[src/rtl/uart_pkg.sv]
// uart_pkg
// Shared definitions for the UART transmitter/receiver pair: FSM state enum,
// default clock and baud constants, the clocks-per-bit helper and data width.
package uart_pkg;

    localparam int DEF_FCLK  = 100_000_000;
    localparam int DEF_FUART = 9600;
    localparam int DATA_W    = 8;

    typedef enum logic [1:0] {
        IDLE,
        START,
        DATA,
        STOP
    } uart_state_t;

    function automatic int clks_per_bit(input int fclk, input int fuart);
        return fclk / fuart;
    endfunction

endpackage

[src/rtl/uart_rx_if.sv]
// uart_rx_if
// Receive-side output bundle of the UART receiver.
//   data_out   : last good byte, held until the next good frame
//   data_valid : one-cycle strobe when data_out is updated
//   frame_err  : one-cycle strobe when a stop bit is sampled low
//   busy       : receiver is inside a frame
// master = receiver (drives), slave = consumer (reads).
interface uart_rx_if;

    logic [uart_pkg::DATA_W-1:0] data_out;
    logic                        data_valid;
    logic                        frame_err;
    logic                        busy;

    modport master (output data_out, data_valid, frame_err, busy);
    modport slave  (input  data_out, data_valid, frame_err, busy);

endinterface

[src/rtl/uart_sync.sv]
// uart_sync
// Two-flop synchronizer for the asynchronous Rx line plus a falling-edge
// detector. All flops reset to 1 (line idle level) so a reset never looks
// like a start edge.
//   clk_Rx : clock
//   reset  : synchronous, active-high
//   din    : asynchronous serial line
//   sync   : synchronized line level (2 flops deep)
//   fall   : previous synchronized level 1, current 0
module uart_sync (
    input  logic clk_Rx,
    input  logic reset,
    input  logic din,
    output logic sync,
    output logic fall
);

    logic s1;
    logic s2;
    logic prev;

    always_ff @(posedge clk_Rx) begin
        if (reset) begin
            {s1, s2, prev} <= 3'b111;
        end else begin
            s1   <= din;
            s2   <= s1;
            prev <= s2;
        end
    end

    assign sync = s2;
    assign fall = prev & ~s2;

endmodule

[src/rtl/uart_rx.sv]
// uart_rx
// 8N1 UART receiver. Samples the synchronized line at bit centres, shifts
// data LSB first, and reports each frame as a data_valid strobe (good stop
// bit) or a frame_err strobe (stop bit low).
//   clk_Rx : clock, rising edge
//   reset  : synchronous, active-high
//   Rx_in  : asynchronous serial line, idles high
//   rx_bus : uart_rx_if.master (data_out, data_valid, frame_err, busy)
// Optional macro UART_RX_MAJORITY_EN: each bit decision is the 2-of-3 vote of
// samples at centre-1, centre, centre+1, taken one cycle later than the
// single-sample build.
module uart_rx
    import uart_pkg::*;
#(
    parameter int FCLK         = DEF_FCLK,
    parameter int FUART        = DEF_FUART,
    parameter int CLKS_PER_BIT = clks_per_bit(FCLK, FUART)
) (
    input  logic      clk_Rx,
    input  logic      reset,
    input  logic      Rx_in,
    uart_rx_if.master rx_bus
);

    localparam int BIT  = CLKS_PER_BIT;
    localparam int HALF = BIT / 2;
    localparam int CW   = $clog2(BIT);
    localparam int BW   = $clog2(DATA_W);

`ifdef UART_RX_MAJORITY_EN
    // The vote needs the centre+1 sample, so every decision slips one cycle.
    localparam int START_END = HALF;
`else
    localparam int START_END = HALF - 1;
`endif

    localparam logic [CW-1:0] CNT_START = CW'(START_END);
    localparam logic [CW-1:0] CNT_BIT   = CW'(BIT - 1);
    localparam logic [BW-1:0] LAST_BIT  = BW'(DATA_W - 1);

    logic line_sync;
    logic line_fall;
    logic smp;

    uart_sync u_sync (
        .clk_Rx (clk_Rx),
        .reset  (reset),
        .din    (Rx_in),
        .sync   (line_sync),
        .fall   (line_fall)
    );

`ifdef UART_RX_MAJORITY_EN
    logic h1;
    logic h2;

    always_ff @(posedge clk_Rx) begin
        if (reset) begin
            h1 <= 1'b1;
            h2 <= 1'b1;
        end else begin
            h1 <= line_sync;
            h2 <= h1;
        end
    end

    assign smp = (h2 & h1) | (h2 & line_sync) | (h1 & line_sync);
`else
    assign smp = line_sync;
`endif

    uart_state_t       state;
    logic [CW-1:0]     cnt;
    logic [BW-1:0]     bit_cnt;
    logic [DATA_W-1:0] sr;
    logic [DATA_W-1:0] data_q;
    logic              valid_q;
    logic              ferr_q;
    logic              busy_q;

    always_ff @(posedge clk_Rx) begin
        if (reset) begin
            state   <= IDLE;
            cnt     <= '0;
            bit_cnt <= '0;
            sr      <= '0;
            data_q  <= '0;
            valid_q <= 1'b0;
            ferr_q  <= 1'b0;
            busy_q  <= 1'b0;
        end else begin
            valid_q <= 1'b0;
            ferr_q  <= 1'b0;
            case (state)
                IDLE: begin
                    cnt <= '0;
                    if (line_fall) begin
                        state  <= START;
                        busy_q <= 1'b1;
                    end
                end
                START: begin
                    if (cnt == CNT_START) begin
                        cnt     <= '0;
                        bit_cnt <= '0;
                        if (smp) begin
                            // line back high at mid start bit: false start
                            state  <= IDLE;
                            busy_q <= 1'b0;
                        end else begin
                            state <= DATA;
                        end
                    end else begin
                        cnt <= cnt + CW'(1);
                    end
                end
                DATA: begin
                    if (cnt == CNT_BIT) begin
                        cnt <= '0;
                        sr  <= {smp, sr[DATA_W-1:1]};
                        if (bit_cnt == LAST_BIT) begin
                            state <= STOP;
                        end else begin
                            bit_cnt <= bit_cnt + BW'(1);
                        end
                    end else begin
                        cnt <= cnt + CW'(1);
                    end
                end
                STOP: begin
                    if (cnt == CNT_BIT) begin
                        // Return straight to IDLE: only a fresh falling edge
                        // restarts, so a held-low line cannot retrigger.
                        cnt    <= '0;
                        state  <= IDLE;
                        busy_q <= 1'b0;
                        if (smp) begin
                            data_q  <= sr;
                            valid_q <= 1'b1;
                        end else begin
                            ferr_q <= 1'b1;
                        end
                    end else begin
                        cnt <= cnt + CW'(1);
                    end
                end
                default: begin
                    state  <= IDLE;
                    cnt    <= '0;
                    busy_q <= 1'b0;
                end
            endcase
        end
    end

    assign rx_bus.data_out   = data_q;
    assign rx_bus.data_valid = valid_q;
    assign rx_bus.frame_err  = ferr_q;
    assign rx_bus.busy       = busy_q;

endmodule

[src/flat_wrapper.sv]
// flat-port wrapper written by rule: the top's interface ports become plain ports
module uart_rx_flat import uart_pkg::*;
#(
    parameter int FCLK         = DEF_FCLK,
    parameter int FUART        = DEF_FUART,
    parameter int CLKS_PER_BIT = clks_per_bit(FCLK, FUART)
)
  (clk_Rx, reset, Rx_in, rx_bus_data_out, rx_bus_data_valid, rx_bus_frame_err, rx_bus_busy);
  uart_rx_if rx_bus_i ();
  input  logic clk_Rx;
  input  logic reset;
  input  logic Rx_in;
  output wire logic [$bits(rx_bus_i.data_out)-1:0] rx_bus_data_out;
  output wire logic [$bits(rx_bus_i.data_valid)-1:0] rx_bus_data_valid;
  output wire logic [$bits(rx_bus_i.frame_err)-1:0] rx_bus_frame_err;
  output wire logic [$bits(rx_bus_i.busy)-1:0] rx_bus_busy;
  assign rx_bus_data_out = rx_bus_i.data_out;
  assign rx_bus_data_valid = rx_bus_i.data_valid;
  assign rx_bus_frame_err = rx_bus_i.frame_err;
  assign rx_bus_busy = rx_bus_i.busy;
  uart_rx #(.FCLK(FCLK), .FUART(FUART), .CLKS_PER_BIT(CLKS_PER_BIT)) u_core (.clk_Rx(clk_Rx), .reset(reset), .Rx_in(Rx_in), .rx_bus(rx_bus_i));
endmodule
[config.mk]
export PLATFORM = sky130hd
export DESIGN_NAME = uart_rx_flat
export DESIGN_NICKNAME = d
export VERILOG_FILES = /design/src/rtl/uart_pkg.sv /design/src/rtl/uart_rx_if.sv /design/src/rtl/uart_sync.sv /design/src/rtl/uart_rx.sv /design/src/flat_wrapper.sv
export SDC_FILE = /design/constraint.sdc
export NUM_CORES = 1
export LEC_CHECK = 0
export ABC_AREA = 1
export CORE_MARGIN = 4
export CORE_UTILIZATION = 45
export DETAILED_ROUTE_END_ITERATION = 10
export PLACE_DENSITY_LB_ADDON = 0.05
export SYNTH_ARGS = -nofsm -noshare
export SYNTH_HDL_FRONTEND = slang
export SYNTH_SLANG_ARGS = --single-unit
[constraint.sdc]
create_clock -name clk_Rx -period 4.36 [get_ports clk_Rx]
set_input_delay 0.654 -clock clk_Rx [delete_from_list [all_inputs] [get_ports clk_Rx]]
set_output_delay 0.654 -clock clk_Rx [all_outputs]
set_load 0.01 [all_outputs]
* Word level (Yosys, flattened, before mapping)
Cells that the tools add are included.
** Storage, ports and cells
- Word-level logic and storage cells :: 61
- Output and inout bits :: 11
- Bits in read-only memories :: 0
- Bits in registers :: 41
- Memory bits (writable) :: 0
- Bits in latches :: 0
- Bits of input ports :: 3
- Memories :: 0
** Operators by class
- Multiplexer cells :: 21
- Multiply operators :: 0
- Bitwise logic cells :: 4
- $add $sub $neg :: 2
- Shift operators :: 0
- Equal/unequal tests :: 13
- Reduce and logical (&&, ||, !) cells :: 10
- $lt $le $gt $ge :: 0
- Divide/modulo/power cells :: 0
** Operators with widths (number)
- $pmux 14 s3 :: 1
- $mux 14 :: 2
- $add 14x1->14 const B :: 1
- $eq 14x13->1 const B :: 1
- $eq 14x14->1 const B :: 1
- $mux 2 :: 6
- $ne 2x1->1 const B :: 5
- $reduce_and 5->1 :: 2
- $mux 3 :: 3
- $pmux 2 s4 :: 1
- $mux 1 :: 6
- $pmux 3 s2 :: 1
- $eq 2x2->1 const B :: 2
- $ne 2x2->1 const B :: 2
- $reduce_and 4->1 :: 1
- $add 3x1->3 const B :: 1
- $eq 3x3->1 const B :: 1
- $not 1->1 :: 3
- $pmux 1 s3 :: 1
- $reduce_and 3->1 :: 1
- $reduce_bool 3->1 :: 1
- $reduce_or 3->1 :: 1
- $eq 2x1->1 const B :: 1
- $logic_not 2->1 :: 1
- other kinds (4) :: 4

* Depth between registers and ports, before layout
Gate-level depths: netlist of run 1.
- Depth in word-level cells :: 4
- Depth in mapped cells :: 11
- Gate-level depth less buffers :: 11

* Hierarchy
Synthesis of run 1 repeated with hierarchy kept, for this count alone.
** Unflattened totals
- Cells, all modules :: 247
- Area, all modules :: 1863.0 um^2
** Modules (own cells, without submodules)
- uart_rx :: area each 1769.2 um^2, sequential area each 760.7 um^2, cells an instance 235, times used 1
- uart_sync :: area each 93.8 um^2, sequential area each 60.1 um^2, cells an instance 12, times used 1

* Worst setup path before layout of run 1
OpenSTA, ideal clock, no wires.
- Kind :: flip-flop to flip-flop
- From :: register u_core.cnt[0]
- To :: register u_core.bit_cnt[2]
- Buffers on the path :: 0
- Slack :: 2847 ps
- Arrival :: 1386 ps
- Clock period less this slack :: 1513 ps
- Stages on the path, launching flop included :: 10
- Cell sequence :: dfxtp_1 > ha_1 > nand3_2 > nor2_1 > nand2_1 > or2_4 > nand2_4 > nand2_1 > o21ai_1 > nor2_1
** Between the ends
- Word-level cells in the longest chain between the ends :: 3
** RTL lines
- start, declared :: line uart_rx.sv:73 : logic [CW-1:0] cnt;
- start signal, assigned :: line uart_rx.sv:114 : cnt <= cnt + CW'(1);
- start signal, assigned :: line uart_rx.sv:127 : cnt <= cnt + CW'(1);
- start signal, assigned :: line uart_rx.sv:144 : cnt <= cnt + CW'(1);
- $eq 14x14->1 / $eq 14x13->1 (equally long branches) :: line uart_rx.sv:118, uart_rx.sv:103
- $ne 2x1->1 (no line)
- $reduce_and 4->1 (no line) *
- end signal, assigned :: line uart_rx.sv:124 : bit_cnt <= bit_cnt + BW'(1);
- end, declared :: line uart_rx.sv:74 : logic [BW-1:0] bit_cnt;
Every way passes the cells marked *; elsewhere a longest branch is shown, timed or not.
A chain may end at the register's enable or synchronous reset.

==> results.toml, run 1 <==
[run_status]
status = "finished clean"

[clock_tree]
cts_hold_buf = 0
cts_tree = "done"
root_buffer = "clkbuf_8"
cts_setup_buffers = 0
numClockSinks = 41
numCtsBuffers = 5
cts_buffer_depth = 2
clk_pin_slew_ps = 80
htreeDepth = 2
insertion_delay_ps = 300
cts_resized = 0

[timing]
period_needed_ps = 2150
rsz0062_at_grt = "false"
finalSetupTns_ps = 0
fin_ws_ps = 2210
fin_crit_sh_pct = 49.3
max_freq_mhz = 465
fin_skew_ps = 6.32
slew_viol_final = 0
hold_viol_final = 0
worst_slew_pin_slew_ps = 560
finalSetupViolCount = 0
max-slew-margin-rel_pct = 62.4

[floorplanning]
core_um2 = 3800
die_h_um = 71.9
dieArea_um2 = 5170
io-pin-count = 14
die_w_um = 71.9
std_cell_rows = 22
initial_core_util_pct = 48.4

[yosys]
synth_nets = 251
synth-seq-cells = 41
yosysUniqueCellTypes = 29
synthesis.area_um2 = 1840
yosysWarnings = 0
synth_cells = 244
syn_area_per_cell_um2 = 7.54
seq_area_frac_synth_pct = 44.6

[route]
vias_per_cell = 4.83
route.final.wire_length_um = 3560
drtIter0Drc = 83
drcViolationCount = 0
num_vias = 1492
drtPass1Iterations = 4
post_drt_wl_per_cell_um = 11.5
ant_nets = 0

[grt]
antenna_found_initial = 0
grt_pass1_vias = 1339
grt_usage_pct = 15.2
grt_pass1_wl_um = 6180
grt_max_degree = 17
gr-total-overflow = 0

[placement]
dp_slack_ps = 1820
port_buffers = 13
dp_hpwl_um = 2580
place_congestion = 0.790

[final_layout]
area_growth_pct = 13.8
n_fill_cell = 375
antennaDiodeCount = 0
fin_nets = 267
drive_gt1_share_pct = 7.66

[worst_setup_path]
worst_setup_path_end_kind = "flip-flop"
reg2reg_slack_ps = 2500
cp_max_fo = 14
cp_data_arrival_time_ps = 2380
required_ps = 4590
rr_worst_depth = 8
r2r_start = "u_core.cnt[0]"
start_kind = "input pin"
r2r_end = "u_core.cnt[12]"
critPathKind = "in2reg"

[power_and_ir_drop]
powerDensity_nw_per_um2 = 356
power.leakage_nw = 0.794
max-vdd-ir-drop_mv = 0.285

[flow_run]
drv_cap = 0

[worst_hold_path]
hold_depth = 1
hold_class = "reg2reg"
min_from = "u_core.u_sync.s1"
hold_end = "u_core.u_sync.sync"
through the flow:
step / hold WS [ps] / instance area [um^2] / std cells / total power [mW] / utilization [%]
after floorplan: 389 / 1840 / 244 / 0.487 / -
after global placement: 396 / 2010 / 301 / 0.505 / 52.8
after detailed placement: 395 / 2010 / 301 / 0.505 / 52.8
after CTS: 415 / 2090 / 309 / 0.753 / 55.1
after global routing: 437 / 2090 / 309 / 0.783 / 55.1
final: 412 / 2090 / 309 / 0.746 / 55.1
critical path: stages:
cell,delay (ps)
clkdlybuf4s50_1,640
inv_1,410
nand2_1,390
nor3b_1,270
power breakdown:
part	internal (mW)	switching [mW]	leakage [nW]	total (mW)
sequential	0.385	0.0135	0.331	0.399
combinational	0.0316	0.0650	0.425	0.0966
clock	0.113	0.138	0.0374	0.251
total	0.530	0.217	0.794	0.746
state kept, by name, summed over array words and instances, names as in the netlist, 3 cells and up, named ones only:
register                cells
u_core.cnt                 14
u_core.rx_bus.data_out      8
u_core.sr                   8
u_core.bit_cnt              3
synthesized netlist by cell type, drive strengths merged:
master | n | area, um^2
nand2 | 48 | 188
dfxtp | 41 | 821
nor2 | 40 | 175
inv | 30 | 113
a21oi | 19 | 95.1
nand4 | 12 | 75.1
o21ai | 12 | 60.1
nand3 | 10 | 55.1
xor2 | 10 | 87.6
or2 | 5 | 33.8
ha | 4 | 50.1
nor3 | 4 | 25.0
buf | 2 | 12.5
clkbuf | 2 | 11.3
nor3b | 2 | 15.0
a22oi | 1 | 7.51
nor4 | 1 | 6.26
xnor2 | 1 | 8.76
per-layer routing:
layer	vias to the layer above	GRT usage, %	routed length [um]
li1	814	-	-
met1	646	22.3	1910
met2	26	20.1	1430
met3	6	4.16	156
met4	0	7.52	55
met5	-	0	0
cell type report:
class | instances | area, um^2 | area share, %
Clock inverter | 2 | 15.0 | 0.717
Inverter | 30 | 113 | 5.38
Sequential cell | 41 | 821 | 39.2
Clock buffer | 6 | 72.6 | 3.47
Multi-Input combinational cell | 169 | 882 | 42.1
Tap cell | 48 | 60.1 | 2.87
Timing Repair Buffer | 13 | 130 | 6.22
cells in the final DEF, fill, tap and decap left out, types with 2 or more instances in the layout:
master and n:
a21oi_1 19, clkbuf_8 5, clkdlybuf4s50_1 13, clkinvlp_4 2, dfxtp_1 41, ha_1 4, inv_1 28, inv_2 2
nand2_1 47, nand3_1 9, nand4_1 12, nor2_1 36, nor2_4 3, nor3_1 3, nor3b_1 2, o21ai_0 9
o21ai_1 3, or2_2 3, xor2_1 10
cells by family after synthesis:
| logic type | synth area share [%] |
|---|---|
| AOI/OAI and AO/OA | 8.84 |
| xor gates and xnor gates | 5.24 |
| adders and majority gates | 2.72 |
| buffers and inverters | 7.41 |
| DFF | 44.6 |
| and+or+nand+nor | 31.2 |
how the worst max path moves through the flow:
stage	start	to	slack, ps	depth (start not counted)
after CTS	reset	u_core.cnt[12]	2140	4
after global routing	reset	u_core.cnt[12]	2050	4
after global placement	reset	u_core.cnt[12]	1870	4
final	reset	u_core.cnt[12]	2210	4
after detailed placement	reset	u_core.cnt[12]	1820	4
after floorplan	u_core.cnt[0]	u_core.bit_cnt[2]	2850	9
Note: power is estimated with default switching activity, not from simulation.
==> inputs of run 2 (changes only) <==
- clock period: 4.36 -> 2.1 ns (I/O delays scaled with it)
==> run 2 against run 1 <==
Global-route usage is 0.51 points higher. Non-clock buffer count grew 5. Hold slack got worse by 0.94 ps. Sequential share of layout area fell by 0.78 points. Final cell count grew 1.6%. Clock skew is 2.9 ps lower. Sequential power up 110%. Worst setup slack got worse by 1800 ps. Critical path type is now reg2reg.
==> results.toml, run 2 (synthesized netlist as in run 1, its figures left out) <==
[worst_hold_path]
min_from = "u_core.u_sync.s1"
hold_class = "reg2reg"

[route]
num_vias = 1504
post_drt_wl_per_cell_um = 11.4
ant_nets = 0
route.final.wire_length_um = 3570
drtIter0Drc = 97
vias_per_cell = 4.79
drtPass1Iterations = 4
drcViolationCount = 0

[worst_setup_path]
cp-endpoint = "u_core.bit_cnt[2]"
start_kind = "flip-flop"
r2r_end = "u_core.bit_cnt[2]"
r2r_start = "u_core.cnt[0]"
worst_setup_path_end_kind = "flip-flop"
cp_data_arrival_time_ps = 1900
cp_max_fo = 5
rr_worst_depth = 9
reg2reg_slack_ps = 390
worstPathCellList = "ha_1 -> nand3_2 -> nor2_1 -> nand2_1 -> or2_4 -> nand2_4 -> nand2_1 -> o21ai_1 -> nor2_1"
required_ps = 2290
crit_buf_inv = 0
crit_start = "u_core.cnt[0]"
crit_family = "simple AND/OR/NAND/NOR gates"
crit_cells = 9
critPathKind = "reg2reg"
max_stage_delay_ps = 380
slowest_stage = "dfxtp_1"

[grt]
grt_usage_pct = 15.7
grt_pass1_wl_um = 6400
antenna_found_initial = 0
grt_max_degree = 17
gr-total-overflow = 0
grt_pass1_vias = 1403

[floorplanning]
die_h_um = 71.9
core_um2 = 3800
std_cell_rows = 22
io-pin-count = 14
initial_core_util_pct = 48.4
dieArea_um2 = 5170
die_w_um = 71.9

[clock_tree]
numClockSinks = 41
cts_hold_buf = 0
cts_tree = "done"
numCtsBuffers = 5
clk_pin_slew_ps = 80
root_buffer = "clkbuf_8"
insertion_delay_ps = 300
htreeDepth = 2
cts_buffer_depth = 2

[final_layout]
n_fill_cell = 388
area_growth_pct = 16.1
antennaDiodeCount = 0
final_common_cell = "nand2_1"
fin_nets = 272
drive_gt1_share_pct = 9.77
top_register = "u_core.cnt"
final_cell_mix = "47 x nand2_1, 41 x dfxtp_1, 36 x nor2_1"
largest_reg_flops = 14

[power_and_ir_drop]
powerDensity_nw_per_um2 = 729
power_frac_clock_pct = 33.0
max-vdd-ir-drop_mv = 0.411
p_int_mw = 1.11
p_comb_share_pct = 13.9
power.leakage_nw = 0.819
power_switching_uw = 447
p_seq_share_pct = 53.1
netSwitchingFraction_pct = 28.7

[timing]
fin_crit_sh_pct = 81.2
finalSetupTns_ps = 0
whs_ps = 411
hold_viol_final = 0
rsz0062_at_grt = "false"
fin_skew_ps = 3.38
max_freq_mhz = 586
period_needed_ps = 1710
max-slew-margin-rel_pct = 77.0
finalSetupViolCount = 0
slew_viol_final = 0
worst_slew_pin_slew_ps = 341

[placement]
dp_hpwl_um = 2590
port_buffers = 13
place_congestion = 0.813

[flow_run]
drv_cap = 0

[run_status]
status = "finished clean"
## run 2: cell types whose count changed in the layout (fill, tap and decap cells not counted)
cell     delta
buf_4       +5
nand3_1     -1
nand3_2     +1
## run 2: worst min-delay path by stage
stage | cells past startpoint | slack, ps | to
2_1_floorplan | 1 | 390 | u_core.u_sync.sync
3_3_place_gp | 1 | 390 | u_core.u_sync.sync
3_5_place_dp | 1 | 390 | u_core.u_sync.sync
4_1_cts | 1 | 410 | u_core.u_sync.sync
5_1_grt | 1 | 430 | u_core.u_sync.sync
6_report | 1 | 410 | u_core.u_sync.sync
## run 2: metal layers
| metal | global-route usage, % | vias to the layer above | wire length, um |
|---|---|---|---|
| met5 | 0 | - | 0 |
| met4 | 6.47 | 0 | 61 |
| met3 | 4.29 | 7 | 103 |
| met2 | 21.4 | 14 | 1430 |
| met1 | 23.0 | 659 | 1980 |
| li1 | - | 824 | - |
## run 2: per-stage QoR
stage	area, um^2	util (%)	setup WS, ps	total power, mW	cells
floorplan	1840	-	587	1.01	244
global placement	2040	53.8	353	1.06	306
detailed placement	2040	53.8	254	1.06	306
CTS	2130	56.1	224	1.58	314
global route	2140	56.2	182	1.65	314
finish	2140	56.2	394	1.56	314
## run 2: final cells by class
cell class	count	area [um^2]	share of cell area [%]
tap	48	60.1	2.81
inverter	30	113	5.27
clock buffer	6	72.6	3.40
timing repair buffer	18	168	7.85
multi-input combinational	169	887	41.5
clock inverter	2	15.0	0.703
sequential	41	821	38.4
## run 2: power groups by stage
| stage | sequential, mW | combinational (mW) | clock (mW) |
|---|---|---|---|
| floorplan | 0.841 | 0.170 | 0 |
| global placement | 0.844 | 0.219 | 0 |
| detailed placement | 0.845 | 0.217 | 0 |
| CTS | 0.826 | 0.218 | 0.533 |
| global route | 0.830 | 0.256 | 0.559 |
| finish | 0.826 | 0.216 | 0.514 |
## run 2: what timing repair did
| action | in CTS | in global routing |
|---|---|---|
| resized for setup | 0 | 1 |
| setup buffers | 0 | 0 |
| hold endpoints to repair | 0 | 0 |
| setup endpoints to repair | 0 | 4 |
